**config.mk**
```make
export PLATFORM = sky130hd
export DESIGN_NAME = core_data_arbiter
export DESIGN_NICKNAME = d
export VERILOG_FILES = /design/src/rtl/core_data_arbiter.sv
export SDC_FILE = /design/constraint.sdc
export NUM_CORES = 1
export LEC_CHECK = 0
export ABC_CLOCK_PERIOD_IN_PS = 3580
export BUFFER_PORTS_ARGS = -buffer_cell sky130_fd_sc_hd__buf_2
export CORE_AREA = 2 2 104 106
export CTS_BUF_LIST = sky130_fd_sc_hd__clkbuf_8 sky130_fd_sc_hd__clkbuf_16
export CTS_CLUSTER_DIAMETER = 120
export CTS_CLUSTER_SIZE = 28
export DETAILED_ROUTE_END_ITERATION = 12
export DIE_AREA = 0 0 106 108
export SLEW_MARGIN = 40
export SYNTH_ARGS = -nofsm -noshare
export SYNTH_HDL_FRONTEND = slang
export SYNTH_SLANG_ARGS = --single-unit
export TNS_END_PERCENT = 100
```
**constraint.sdc**
```tcl
create_clock -name clk -period 3.58 [get_ports clk]
set_clock_uncertainty 0.15 [all_clocks]
set_input_delay 0.716 -clock clk [delete_from_list [all_inputs] [get_ports clk]]
set_output_delay 0.716 -clock clk [all_outputs]
set_load 0.005 [all_outputs]
```
**src/rtl/core_data_arbiter.sv**
```systemverilog
// Two-master arbiter for the data-memory port (req/gnt/rvalid protocol).
// Holds the selected master until it is granted, and routes in-order read responses back to their issuers.
module core_data_arbiter #(
    parameter int ADDR_WIDTH = 16,
    parameter int DATA_WIDTH = 32,
    parameter int BE_WIDTH   = 4,
    parameter int RR_MODE    = 1,
    parameter int MAX_OUTST  = 2
) (
    input  logic                  clk,
    input  logic                  rst,
    input  logic                  m0_req_i,
    input  logic                  m0_wr_i,
    input  logic [ADDR_WIDTH-1:0] m0_addr_i,
    input  logic [DATA_WIDTH-1:0] m0_wdata_i,
    input  logic [BE_WIDTH-1:0]   m0_be_i,
    output logic                  m0_gnt_o,
    output logic                  m0_rvalid_o,
    output logic [DATA_WIDTH-1:0] m0_rdata_o,
    input  logic                  m1_req_i,
    input  logic                  m1_wr_i,
    input  logic [ADDR_WIDTH-1:0] m1_addr_i,
    input  logic [DATA_WIDTH-1:0] m1_wdata_i,
    input  logic [BE_WIDTH-1:0]   m1_be_i,
    output logic                  m1_gnt_o,
    output logic                  m1_rvalid_o,
    output logic [DATA_WIDTH-1:0] m1_rdata_o,
    output logic                  data_req_o,
    output logic                  data_wr_o,
    output logic [ADDR_WIDTH-1:0] data_addr_o,
    output logic [DATA_WIDTH-1:0] data_wdata_o,
    output logic [BE_WIDTH-1:0]   data_be_o,
    input  logic                  data_gnt_i,
    input  logic                  data_rvalid_i,
    input  logic [DATA_WIDTH-1:0] data_rdata_i,
    output logic                  rsp_err_o
);

    localparam int CNT_W = $clog2(MAX_OUTST + 1);
    localparam int PTR_W = (MAX_OUTST > 1) ? $clog2(MAX_OUTST) : 1;
    localparam logic [PTR_W-1:0] PTR_MAX = PTR_W'(MAX_OUTST - 1);
    localparam logic [CNT_W-1:0] CNT_FULL = CNT_W'(MAX_OUTST);

    typedef enum logic [1:0] {ARB, HOLD_0, HOLD_1} state_t;

    state_t               state_q, state_d;
    logic                 last_grant_q, last_grant_d;
    logic                 rsp_err_q, rsp_err_d;
    logic [CNT_W-1:0]     cnt_q, cnt_d;
    logic [PTR_W-1:0]     wr_ptr_q, wr_ptr_d;
    logic [PTR_W-1:0]     rd_ptr_q, rd_ptr_d;
    logic [MAX_OUTST-1:0] owner_q;

    logic sel, full, empty, elig0, elig1, accept, push, pop, head;

    function automatic logic [PTR_W-1:0] ptr_inc(input logic [PTR_W-1:0] p);
        return (p == PTR_MAX) ? '0 : p + 1'b1;
    endfunction

    assign full  = (cnt_q == CNT_FULL);
    assign empty = (cnt_q == '0);
    // A read cannot be offered while the owner FIFO is full; writes always can.
    assign elig0 = m0_req_i & (m0_wr_i | ~full);
    assign elig1 = m1_req_i & (m1_wr_i | ~full);

    always_comb begin
        sel        = 1'b0;
        state_d    = state_q;
        data_req_o = 1'b0;
        accept     = 1'b0;
        case (state_q)
            HOLD_0: sel = 1'b0;
            HOLD_1: sel = 1'b1;
            default: begin
                if (elig0 & elig1) sel = (RR_MODE != 0) ? ~last_grant_q : 1'b0;
                else               sel = elig1;
            end
        endcase
        data_req_o = (sel ? elig1 : elig0) & ~rst;
        accept     = data_req_o & data_gnt_i;
        case (state_q)
            HOLD_0: if (~m0_req_i | accept) state_d = ARB;
            HOLD_1: if (~m1_req_i | accept) state_d = ARB;
            default: if (data_req_o & ~data_gnt_i) state_d = sel ? HOLD_1 : HOLD_0;
        endcase
    end

    assign data_wr_o    = data_req_o & (sel ? m1_wr_i : m0_wr_i);
    assign data_addr_o  = data_req_o ? (sel ? m1_addr_i  : m0_addr_i)  : '0;
    assign data_wdata_o = data_req_o ? (sel ? m1_wdata_i : m0_wdata_i) : '0;
    assign data_be_o    = data_req_o ? (sel ? m1_be_i    : m0_be_i)    : '0;
    assign m0_gnt_o     = accept & ~sel;
    assign m1_gnt_o     = accept & sel;

    assign push = accept & ~data_wr_o;
    assign pop  = data_rvalid_i & ~empty & ~rst;
    assign head = owner_q[rd_ptr_q];

    assign m0_rvalid_o = pop & ~head;
    assign m1_rvalid_o = pop & head;
    assign m0_rdata_o  = data_rdata_i;
    assign m1_rdata_o  = data_rdata_i;
    assign rsp_err_o   = rsp_err_q;

    always_comb begin
        last_grant_d = accept ? sel : last_grant_q;
        rsp_err_d    = rsp_err_q | (data_rvalid_i & empty);
        cnt_d        = cnt_q + CNT_W'(push) - CNT_W'(pop);
        wr_ptr_d     = push ? ptr_inc(wr_ptr_q) : wr_ptr_q;
        rd_ptr_d     = pop  ? ptr_inc(rd_ptr_q) : rd_ptr_q;
    end

    always_ff @(posedge clk) begin
        if (rst) begin
            state_q      <= ARB;
            last_grant_q <= 1'b1;
            rsp_err_q    <= 1'b0;
            cnt_q        <= '0;
            wr_ptr_q     <= '0;
            rd_ptr_q     <= '0;
        end else begin
            state_q      <= state_d;
            last_grant_q <= last_grant_d;
            rsp_err_q    <= rsp_err_d;
            cnt_q        <= cnt_d;
            wr_ptr_q     <= wr_ptr_d;
            rd_ptr_q     <= rd_ptr_d;
        end
    end

    always_ff @(posedge clk) begin
        if (push) owner_q[wr_ptr_q] <= sel;
    end

endmodule

```
==> results of run 1 <==
==> worst max-delay path, stage by stage <==
cell      delay [ns]
buf_2           0.11
nor3b_2         0.22
o211ai_2        0.14
o21a_2          0.28
inv_6           0.34
nand2_1         0.15
a21oi_1         0.23
buf_2           0.15
==> registers in the layout, indices dropped and copies added, names as in the netlist <==
name / cells
wr_ptr_q: 1
state_q: 2
last_grant_q: 1
rd_ptr_q: 1
rsp_err_o: 1
owner_q: 2
cnt_q: 2
==> synth_stat cells, types with 3 or more instances <==
library cell / count
nand2_1: 108
buf_4: 80
a21oi_2: 40
a21oi_1: 16
nor2_1: 11
dfxtp_1: 8
inv_1: 8
ha_1: 4
nor2b_1: 3
==> cell usage in the layout (no fill, tap or decap), drive strengths merged, types with 3 or more instances in the layout <==
cell,count
nor2b,3
inv,11
buf,176
clkbuf,3
a21oi,56
dfxtp,8
ha,4
o21ai,3
nand2,108
nor2,11
==> cell type report <==
| type | instances | share of cell area (%) |
|---|---|---|
| sequential | 10 | 8.56 |
| timing repair buffer | 176 | 35.3 |
| tap | 136 | 6.61 |
| multi-input combinational | 209 | 46.1 |
| clock inverter | 1 | 0.146 |
| clock buffer | 3 | 1.60 |
| inverter | 10 | 1.65 |
==> how the worst max path moves through the flow <==
stage | start | endpoint | slack [ns] | depth (start not counted)
4_1_cts | m0_wr_i | data_wdata_o[18] | 0.32 | 8
6_report | m0_wr_i | data_wdata_o[18] | 0.36 | 8
2_1_floorplan | rst | data_wdata_o[10] | 0.79 | 6
3_5_place_dp | m0_wr_i | data_wdata_o[18] | 0.34 | 8
3_3_place_gp | m0_wr_i | data_wdata_o[18] | 0.37 | 8
5_1_grt | m0_wr_i | data_wdata_o[18] | 0.22 | 8
==> stage by stage <==
stage	util, %	hold WS (ns)	setup slack (ns)	power (uW)	instances
2_1_floorplan	-	0.296	0.789	844	311
3_3_place_gp	24.7	0.293	0.374	1050	541
3_5_place_dp	24.7	0.304	0.340	1070	541
4_1_cts	25.2	0.315	0.324	1190	545
5_1_grt	25.2	0.351	0.223	1300	545
6_report	25.2	0.309	0.356	1180	545
==> logic make-up after synthesis <==
group | after synthesis | synth area share, %
compound gates | 69 | 27.1
xor+xnor | 3 | 1.27
fa+ha+maj | 4 | 2.42
buf+inv | 92 | 31.9
flops | 10 | 10.7
mux | 1 | 0.485
simple gates | 132 | 26.1
==> per-layer routing <==
| metal | wire length [um] | vias to the layer above | track usage, % |
|---|---|---|---|
| met5 | 8 | - | 0 |
| met4 | 108 | 2 | 3.57 |
| met3 | 535 | 18 | 1.75 |
| met2 | 3600 | 111 | 20.4 |
| met1 | 2850 | 1008 | 12.9 |
| li1 | - | 1138 | - |
==> power breakdown <==
group	total, uW	switching, uW	leakage (uW)	internal [uW]
sequential	160	17.6	0.0000841	143
combinational	898	535	0.00127	363
clock	120	44.5	0.0000269	75.1
==> qor.yml, run 1 <==
outcome:
  status: "finished clean"
layout:
  fin_nets: 558
  fillers: 1164
  drive_gt1_share_pct: 56.2
  syn2layout_area_growth_pct: 24.7
  postLayoutCellArea_um2: 2570
  multiInputGateArea_um2: 1190
  register_area_um2: 220
  diodes: 0
clocking:
  htreeDepth: 1
  clock-root-buffer: "clkbuf_8"
  clkLatencyLatePin_ns: 0.24
  holdBufCountCts: 0
  cts_tree: "done"
  clockBufferDepth: 2
  clk_pin_slew_ns: 0.05
  cts_sinks: 10
  cts_buffers: 3
  postCtsSetupBuffers: 0
  cts-resized-gates: 0
synth:
  synth_top_area_cell: "buf_4"
  ys_seq_area_share_pct: 10.7
  syn_inst: 311
  syn_nets: 459
  ys_async_sr_fraction_pct: 0
  synth-main-ff-cell: "dfxtp_1"
  synthDominantCellAreaShare_pct: 29.1
  synth_edf_count: 2
  ys_ff_latch: 10
  ys_warn_count: 0
  netlist_area_um2: 2060
  synthTopCellsByArea: "buf_4 29%, nand2_1 20%, a21oi_2 17%"
  avgSynthCellArea_um2: 6.64
  post_synth_num_cell_types: 36
floorplanning:
  core-area_um2: 10200
  fp.dieW_um: 106
  pin_count: 267
  die_h_um: 108
  dieArea_um2: 11400
  initial_utilization_pct: 20.2
  num_rows: 37
grt:
  grt_pass1_vias: 2163
  grt_pass1_wl_mm: 10.3
  grt_antenna_before_repair: 1
  grt_max_degree: 57
  gr-total-overflow: 0
  track_usage_pct: 11.0
min_path:
  hp-start: "rsp_err_o$_SDFF_PP0_"
  worstHoldPathCells: 2
  hold_path.class: "reg2reg"
  hold_end: "rsp_err_o$_SDFF_PP0_"
detailed_routing:
  wl_per_cell_um: 13.0
  via_per_inst: 4.18
  dr.first_iter.drc_count: 140
  vias: 2277
  firstDrtPassIters: 4
  drc: 0
  routed_wirelength_mm: 7.10
  ant_nets: 0
timing:
  setup_viol: 0
  slew-limit-headroom_pct: 72.6
  drv_slew: 0
  max_freq_mhz: 310
  period_minus_slack_ns: 3.22
  tns_ns: 0
  tightestPinTransition_ns: 0.407
  fin_crit_sh_pct: 90.1
  rsz0062_at_grt: "no"
  finalHoldViolations: 0
critical_path:
  r2r-start: "state_q[0]$_SDFFE_PP0P_"
  cp_data_required_time_ns: 2.71
  cp-start-kind: "input port"
  reg2reg_slack_ns: 0.66
  critPathKind: "in2out"
  endpoint_kind: "primary output"
  critPathMaxFanout: 56
  reg2regPathDepth: 12
  r2r_end: "cnt_q[1]$_SDFF_PP0_"
  cp_data_arrival_time_ns: 2.36
place:
  placed_area_um2: 2530
  port_buffers: 170
  hpwlAfterDp_mm: 5.94
  place_congestion: 0.803
pwr:
  p_per_area_nw_per_um2: 457
  ir_worst_vdd_mv: 0.120
  power_leakage_uw: 0.00138
flow_run:
  cap_viol_max_count: 0
Note: power is estimated with default switching activity, not from simulation.
==> run 2: changes to the inputs <==
==> constraint.sdc (replaced) <==
create_clock -name clk -period 3.58 [get_ports clk]
set_clock_uncertainty 0.15 [all_clocks]
set_input_delay 0.179 -clock clk [delete_from_list [all_inputs] [get_ports clk]]
set_output_delay 0.179 -clock clk [all_outputs]
set_load 0.005 [all_outputs]
==> qor.yml, run 2 (same netlist as run 1, synthesis figures left out) <==
timing:
  slew-limit-headroom_pct: 56.4
  rsz0062_at_grt: "no"
  max_freq_mhz: 343
  tightestPinTransition_ns: 0.655
  drv_slew: 0
  finalHoldViolations: 0
  fin_crit_sh_pct: 81.4
  period_minus_slack_ns: 2.91
  tns_ns: 0
  setup_viol: 0
detailed_routing:
  vias: 2278
  wl_per_cell_um: 12.6
  drc: 0
  firstDrtPassIters: 4
  via_per_inst: 4.21
  dr.first_iter.drc_count: 205
  routed_wirelength_mm: 6.79
  ant_nets: 0
pwr:
  ir_worst_vdd_mv: 0.204
  p_per_area_nw_per_um2: 457
  power_leakage_uw: 0.00136
floorplanning:
  num_rows: 37
  pin_count: 267
  initial_utilization_pct: 20.2
  fp.dieW_um: 106
  dieArea_um2: 11400
  core-area_um2: 10200
  die_h_um: 108
critical_path:
  critPathMaxFanout: 56
  cp_data_required_time_ns: 3.25
  critPathKind: "reg2out"
  endpoint_kind: "primary output"
  cp_data_arrival_time_ns: 2.58
  cp-start-kind: "flop"
  reg2regPathDepth: 12
clocking:
  cts-resized-gates: 0
  cts_sinks: 10
  postCtsSetupBuffers: 0
  clk_pin_slew_ns: 0.05
  cts_buffers: 3
  clkLatencyLatePin_ns: 0.25
  clockBufferDepth: 2
  htreeDepth: 1
  cts_tree: "done"
  clock-root-buffer: "clkbuf_8"
  holdBufCountCts: 0
grt:
  grt_pass1_wl_mm: 10.1
  grt_max_degree: 57
  gr-total-overflow: 0
  track_usage_pct: 10.7
  grt_pass1_vias: 2090
  grt_antenna_before_repair: 1
place:
  port_buffers: 170
  placed_area_um2: 2490
  hpwlAfterDp_mm: 5.62
  place_congestion: 0.782
flow_run:
  cap_viol_max_count: 0
layout:
  final_cell_mix: "170 x buf_2, 108 x nand2_1, 40 x a21oi_2"
  fin_nets: 554
  final_common_cell: "buf_2"
  postLayoutCellArea_um2: 2540
  diodes: 0
  reg.largest.list: "cnt_q x2, owner_q x2, state_q x2"
  drive_gt1_share_pct: 56.0
  fillers: 1167
  syn2layout_area_growth_pct: 23.1
min_path:
  hold_path.class: "in2reg"
  worstHoldPathCells: 3
outcome:
  status: "finished clean"
run 2: cell count changes in the layout (fill, tap and decap cells not counted):
| cell | before | now |
|---|---|---|
| clkbuf_8 | 3 | 4 |
| inv_1 | 9 | 8 |
| buf_12 | 1 | 0 |
| buf_4 | 5 | 2 |
run 2: report_power, final:
group | switching, uW | total (uW) | internal, uW | leakage, uW
Clock | 52.0 | 149 | 97.2 | 0.0000288
Sequential | 17.7 | 160 | 143 | 0.0000841
Combinational | 515 | 851 | 335 | 0.00124
run 2: critical path: stages (launching register included):
cell and delay [ns]:
dfxtp_1 0.39, or3b_1 0.42, o211ai_2 0.12, o21a_2 0.16, buf_4 0.47, inv_6 0.28
a2bb2oi_2 0.24, nor2_1 0.06, buf_2 0.14
run 2: final cells by class:
| class | instances | area (um2) | share of cell area [%] |
|---|---|---|---|
| clock buffers | 4 | 55.1 | 2.17 |
| inverters | 10 | 42.5 | 1.67 |
| multi-input cells | 209 | 1190 | 46.7 |
| flip-flops and latches | 10 | 220 | 8.67 |
| well taps | 136 | 170 | 6.70 |
| repair buffers | 172 | 866 | 34.1 |
run 2: path summary, 6_finish.rpt:
kind                                              start                   end  slack, ns
worst max-delay path                cnt_q[1]$_SDFF_PP0_             data_wr_o       0.67
worst min-delay path                      data_rvalid_i  rsp_err_o$_SDFF_PP0_       0.03
worst max register to register  state_q[0]$_SDFFE_PP0P_   cnt_q[1]$_SDFF_PP0_       0.78
worst min register to register     rsp_err_o$_SDFF_PP0_  rsp_err_o$_SDFF_PP0_       0.32
run 2: through the flow:
stage,util [%],setup WS [ns],total power [uW],std cells,hold WS (ns)
after floorplan,-,0.949,844,311,0.168
after global placement,24.3,0.812,1010,537,0.208
after detailed placement,24.3,0.782,1020,537,0.208
after CTS,24.8,0.653,1180,541,0.0339
after global routing,24.8,0.438,1290,541,0.0567
final,24.8,0.667,1160,541,0.0332
run 2: metal layers:
layer | vias up | part of all wire, % | track usage (%)
met5 | - | 0.19 | 0
met4 | 2 | 1.3 | 2.44
met3 | 20 | 9.6 | 2.89
met2 | 123 | 50 | 19.5
met1 | 1005 | 39 | 12.5
li1 | 1128 | - | -
==> run 3: changes to the inputs <==
--- a/config.mk
+++ b/config.mk
@@ -5,14 +5,15 @@
 export SDC_FILE = /design/constraint.sdc
 export NUM_CORES = 1
 export LEC_CHECK = 0
-export ABC_CLOCK_PERIOD_IN_PS = 3580
+export ABC_AREA = 1
+export ABC_CLOCK_PERIOD_IN_PS = 2800
 export BUFFER_PORTS_ARGS = -buffer_cell sky130_fd_sc_hd__buf_2
-export CORE_AREA = 2 2 104 106
+export CORE_AREA = 2 2 105 107
 export CTS_BUF_LIST = sky130_fd_sc_hd__clkbuf_8 sky130_fd_sc_hd__clkbuf_16
 export CTS_CLUSTER_DIAMETER = 120
 export CTS_CLUSTER_SIZE = 28
 export DETAILED_ROUTE_END_ITERATION = 12
-export DIE_AREA = 0 0 106 108
+export DIE_AREA = 0 0 107 109
 export SLEW_MARGIN = 40
 export SYNTH_ARGS = -nofsm -noshare
 export SYNTH_HDL_FRONTEND = slang
==> constraint.sdc (replaced) <==
create_clock -name clk -period 2.8 [get_ports clk]
set_clock_uncertainty 0.15 [all_clocks]
set_input_delay 0.14 -clock clk [delete_from_list [all_inputs] [get_ports clk]]
set_output_delay 0.14 -clock clk [all_outputs]
set_load 0.005 [all_outputs]
==> qor.yml, run 3 <==
pwr:
  p_sw_share_pct: 51.2
  switching_power_uw: 709
  p_clk_share_pct: 11.1
  seq_power_share_pct: 14.3
  p_int_uw: 676
  combPwrFrac_pct: 74.7
  ir_worst_vdd_mv: 0.263
  power_leakage_uw: 0.00146
  p_per_area_nw_per_um2: 566
timing:
  rsz0062_at_grt: "no"
  tns_ns: 0
  tightestPinTransition_ns: 0.348
  period_minus_slack_ns: 2.61
  drv_slew: 0
  slew-limit-headroom_pct: 76.5
  max_freq_mhz: 383
  finalHoldViolations: 0
  fin_crit_sh_pct: 93.2
  setup_viol: 0
layout:
  final_cell_mix: "170 x buf_2, 119 x nand2_1, 53 x a21oi_1"
  final_common_cell: "buf_2"
  diodes: 0
  fillers: 1241
  final_util_pct: 23.1
  syn2layout_area_growth_pct: 26.9
  reg.largest.list: "cnt_q x2, owner_q x2, state_q x2"
  drive_gt1_share_pct: 44.8
  fin_nets: 575
synth:
  synthTopCellsByArea: "buf_4 27%, nand2_1 23%, a21oi_1 14%"
  ys_ff_latch: 10
  netlist_area_um2: 1930
  synth_top_area_cell: "buf_4"
  synth_edf_count: 2
  post_synth_num_cell_types: 24
  ys_warn_count: 0
  synthSimpleGateAreaFrac_pct: 30.9
  synthMuxAreaShare_pct: 0
  ys_seq_area_share_pct: 11.4
  synth-main-ff-cell: "dfxtp_1"
  synth_top_family_by_area: "buffers and inverters"
  synth-compound-area-share_pct: 18.0
  avgSynthCellArea_um2: 5.90
  synthDominantCellAreaShare_pct: 27.3
  synthAdderAreaFrac_pct: 2.60
  syn_nets: 475
  synth_most_common_cell: "nand2_1"
  syn_inst: 327
  synth-xor-area-share_pct: 0.454
  synth_common_cells: "119 x nand2_1, 70 x buf_4, 53 x a21oi_1"
  ys_async_sr_fraction_pct: 0
grt:
  track_usage_pct: 8.57
  grt_pass1_wl_mm: 8.29
  gr-total-overflow: 0
  grt_antenna_before_repair: 0
  grt_pass1_vias: 1816
  grt_max_degree: 54
critical_path:
  r2r-start: "state_q[0]$_SDFFE_PP0P_"
  cp_data_arrival_time_ns: 2.58
  cp_data_required_time_ns: 2.77
  startpoint: "state_q[0]$_SDFFE_PP0P_"
  critPathKind: "reg2reg"
  critPathMaxFanout: 4
  endpoint_kind: "flop"
  cp-start-kind: "flop"
floorplanning:
  initial_utilization_pct: 18.2
  fp.dieW_um: 107
  pin_count: 267
  num_rows: 38
  core-area_um2: 10600
  die_h_um: 109
  dieArea_um2: 11700
clocking:
  cts-resized-gates: 0
  postCtsSetupBuffers: 0
  cts_buffers: 3
  clockBufferDepth: 2
  holdBufCountCts: 1
  cts_tree: "done"
  htreeDepth: 1
  clk_pin_slew_ns: 0.05
  clkLatencyLatePin_ns: 0.24
  cts_sinks: 10
  clock-root-buffer: "clkbuf_8"
detailed_routing:
  firstDrtPassIters: 4
  ant_nets: 0
  via_per_inst: 3.89
  routed_wirelength_mm: 5.60
  wl_per_cell_um: 9.89
  dr.first_iter.drc_count: 63
  vias: 2201
  drc: 0
place:
  port_buffers: 170
  place_congestion: 0.758
  hpwlAfterDp_mm: 4.43
min_path:
  hold_path.class: "in2reg"
  hp-start: "data_rvalid_i"
outcome:
  status: "finished clean"
flow_run:
  cap_viol_max_count: 0
[run 3: changes by cell type in the layout (fill, tap and decap cells not counted), moves of 3 or more]
| cell | before | now |
|---|---|---|
| nor2_1 | 11 | 14 |
| a21oi_2 | 40 | 4 |
| nand3_1 | 0 | 6 |
| nand3_2 | 0 | 3 |
| nand2_1 | 108 | 119 |
| inv_1 | 8 | 20 |
| nor2b_1 | 3 | 0 |
| a21oi_1 | 16 | 53 |
[run 3: metal layers]
metal / global-route usage [%] / wire length [um]
met3: 1.55 / 466
met4: 3.53 / 154
met1: 9.65 / 2310
met5: 0 / 0
met2: 15.9 / 2660
[run 3: kinds of logic (layout without fill, tap and decap cells)]
| logic type | after synthesis | in the layout |
|---|---|---|
| AOI/OAI and AO/OA | 64 | 64 |
| xor gates and xnor gates | 1 | 1 |
| adders and majority gates | 4 | 4 |
| buffers and inverters | 102 | 201 |
| DFF | 10 | 10 |
| and+or+nand+nor | 146 | 146 |
[run 3: power by group through the flow]
| stage | Clock (uW) | Combinational [uW] | Sequential [uW] |
|---|---|---|---|
| 3_5_place_dp | 0 | 1050 | 200 |
| 4_1_cts | 160 | 1060 | 197 |
| 5_1_grt | 163 | 1190 | 201 |
| 3_3_place_gp | 0 | 1050 | 199 |
| 6_report | 153 | 1030 | 198 |
| 2_1_floorplan | 0 | 841 | 197 |
[run 3: critical path, cell delays in order (launching register included)]
cell     delay, ns
dfxtp_1       0.35
inv_1         0.05
ha_1          0.36
inv_1         0.08
a31oi_2       0.27
nand3_2       0.15
nor2_1        0.19
inv_1         0.09
ha_1          0.27
inv_1         0.04
ha_1          0.17
xor2_1        0.15
o21ai_0       0.14
a21oi_1       0.05
[run 3: cell type report]
| type | instances | area [um2] | area share, % |
|---|---|---|---|
| inverter | 22 | 90.1 | 3.68 |
| clock buffer | 3 | 41.3 | 1.69 |
| timing repair buffer | 175 | 916 | 37.4 |
| multi-input combinational | 215 | 1000 | 40.9 |
| sequential | 10 | 220 | 9.00 |
| clock inverter | 1 | 3.75 | 0.153 |
| tap | 140 | 175 | 7.16 |
[run 3: final timing paths]
path / endpoint / slack, ns / depth (start not counted)
worst max-delay path: cnt_q[1]$_SDFF_PP0_ / 0.19 / 13
worst min-delay path: rsp_err_o$_SDFF_PP0_ / 0.002 / 3
worst max register to register: cnt_q[1]$_SDFF_PP0_ / 0.19 / 13
worst min register to register: rsp_err_o$_SDFF_PP0_ / 0.31 / 2
[run 3: metrics by stage]
| step | hold slack (ns) | total power (uW) | cells | instance area [um2] | setup WS (ns) |
|---|---|---|---|---|---|
| global route | 0.0394 | 1560 | 566 | 2450 | 0.0219 |
| global placement | 0.130 | 1250 | 561 | 2390 | 0.239 |
| floorplan | 0.0612 | 1040 | 327 | 1930 | 0.359 |
| CTS | 0.00343 | 1410 | 566 | 2450 | 0.210 |
| detailed placement | 0.130 | 1250 | 561 | 2390 | 0.217 |
| finish | 0.00215 | 1380 | 566 | 2450 | 0.189 |
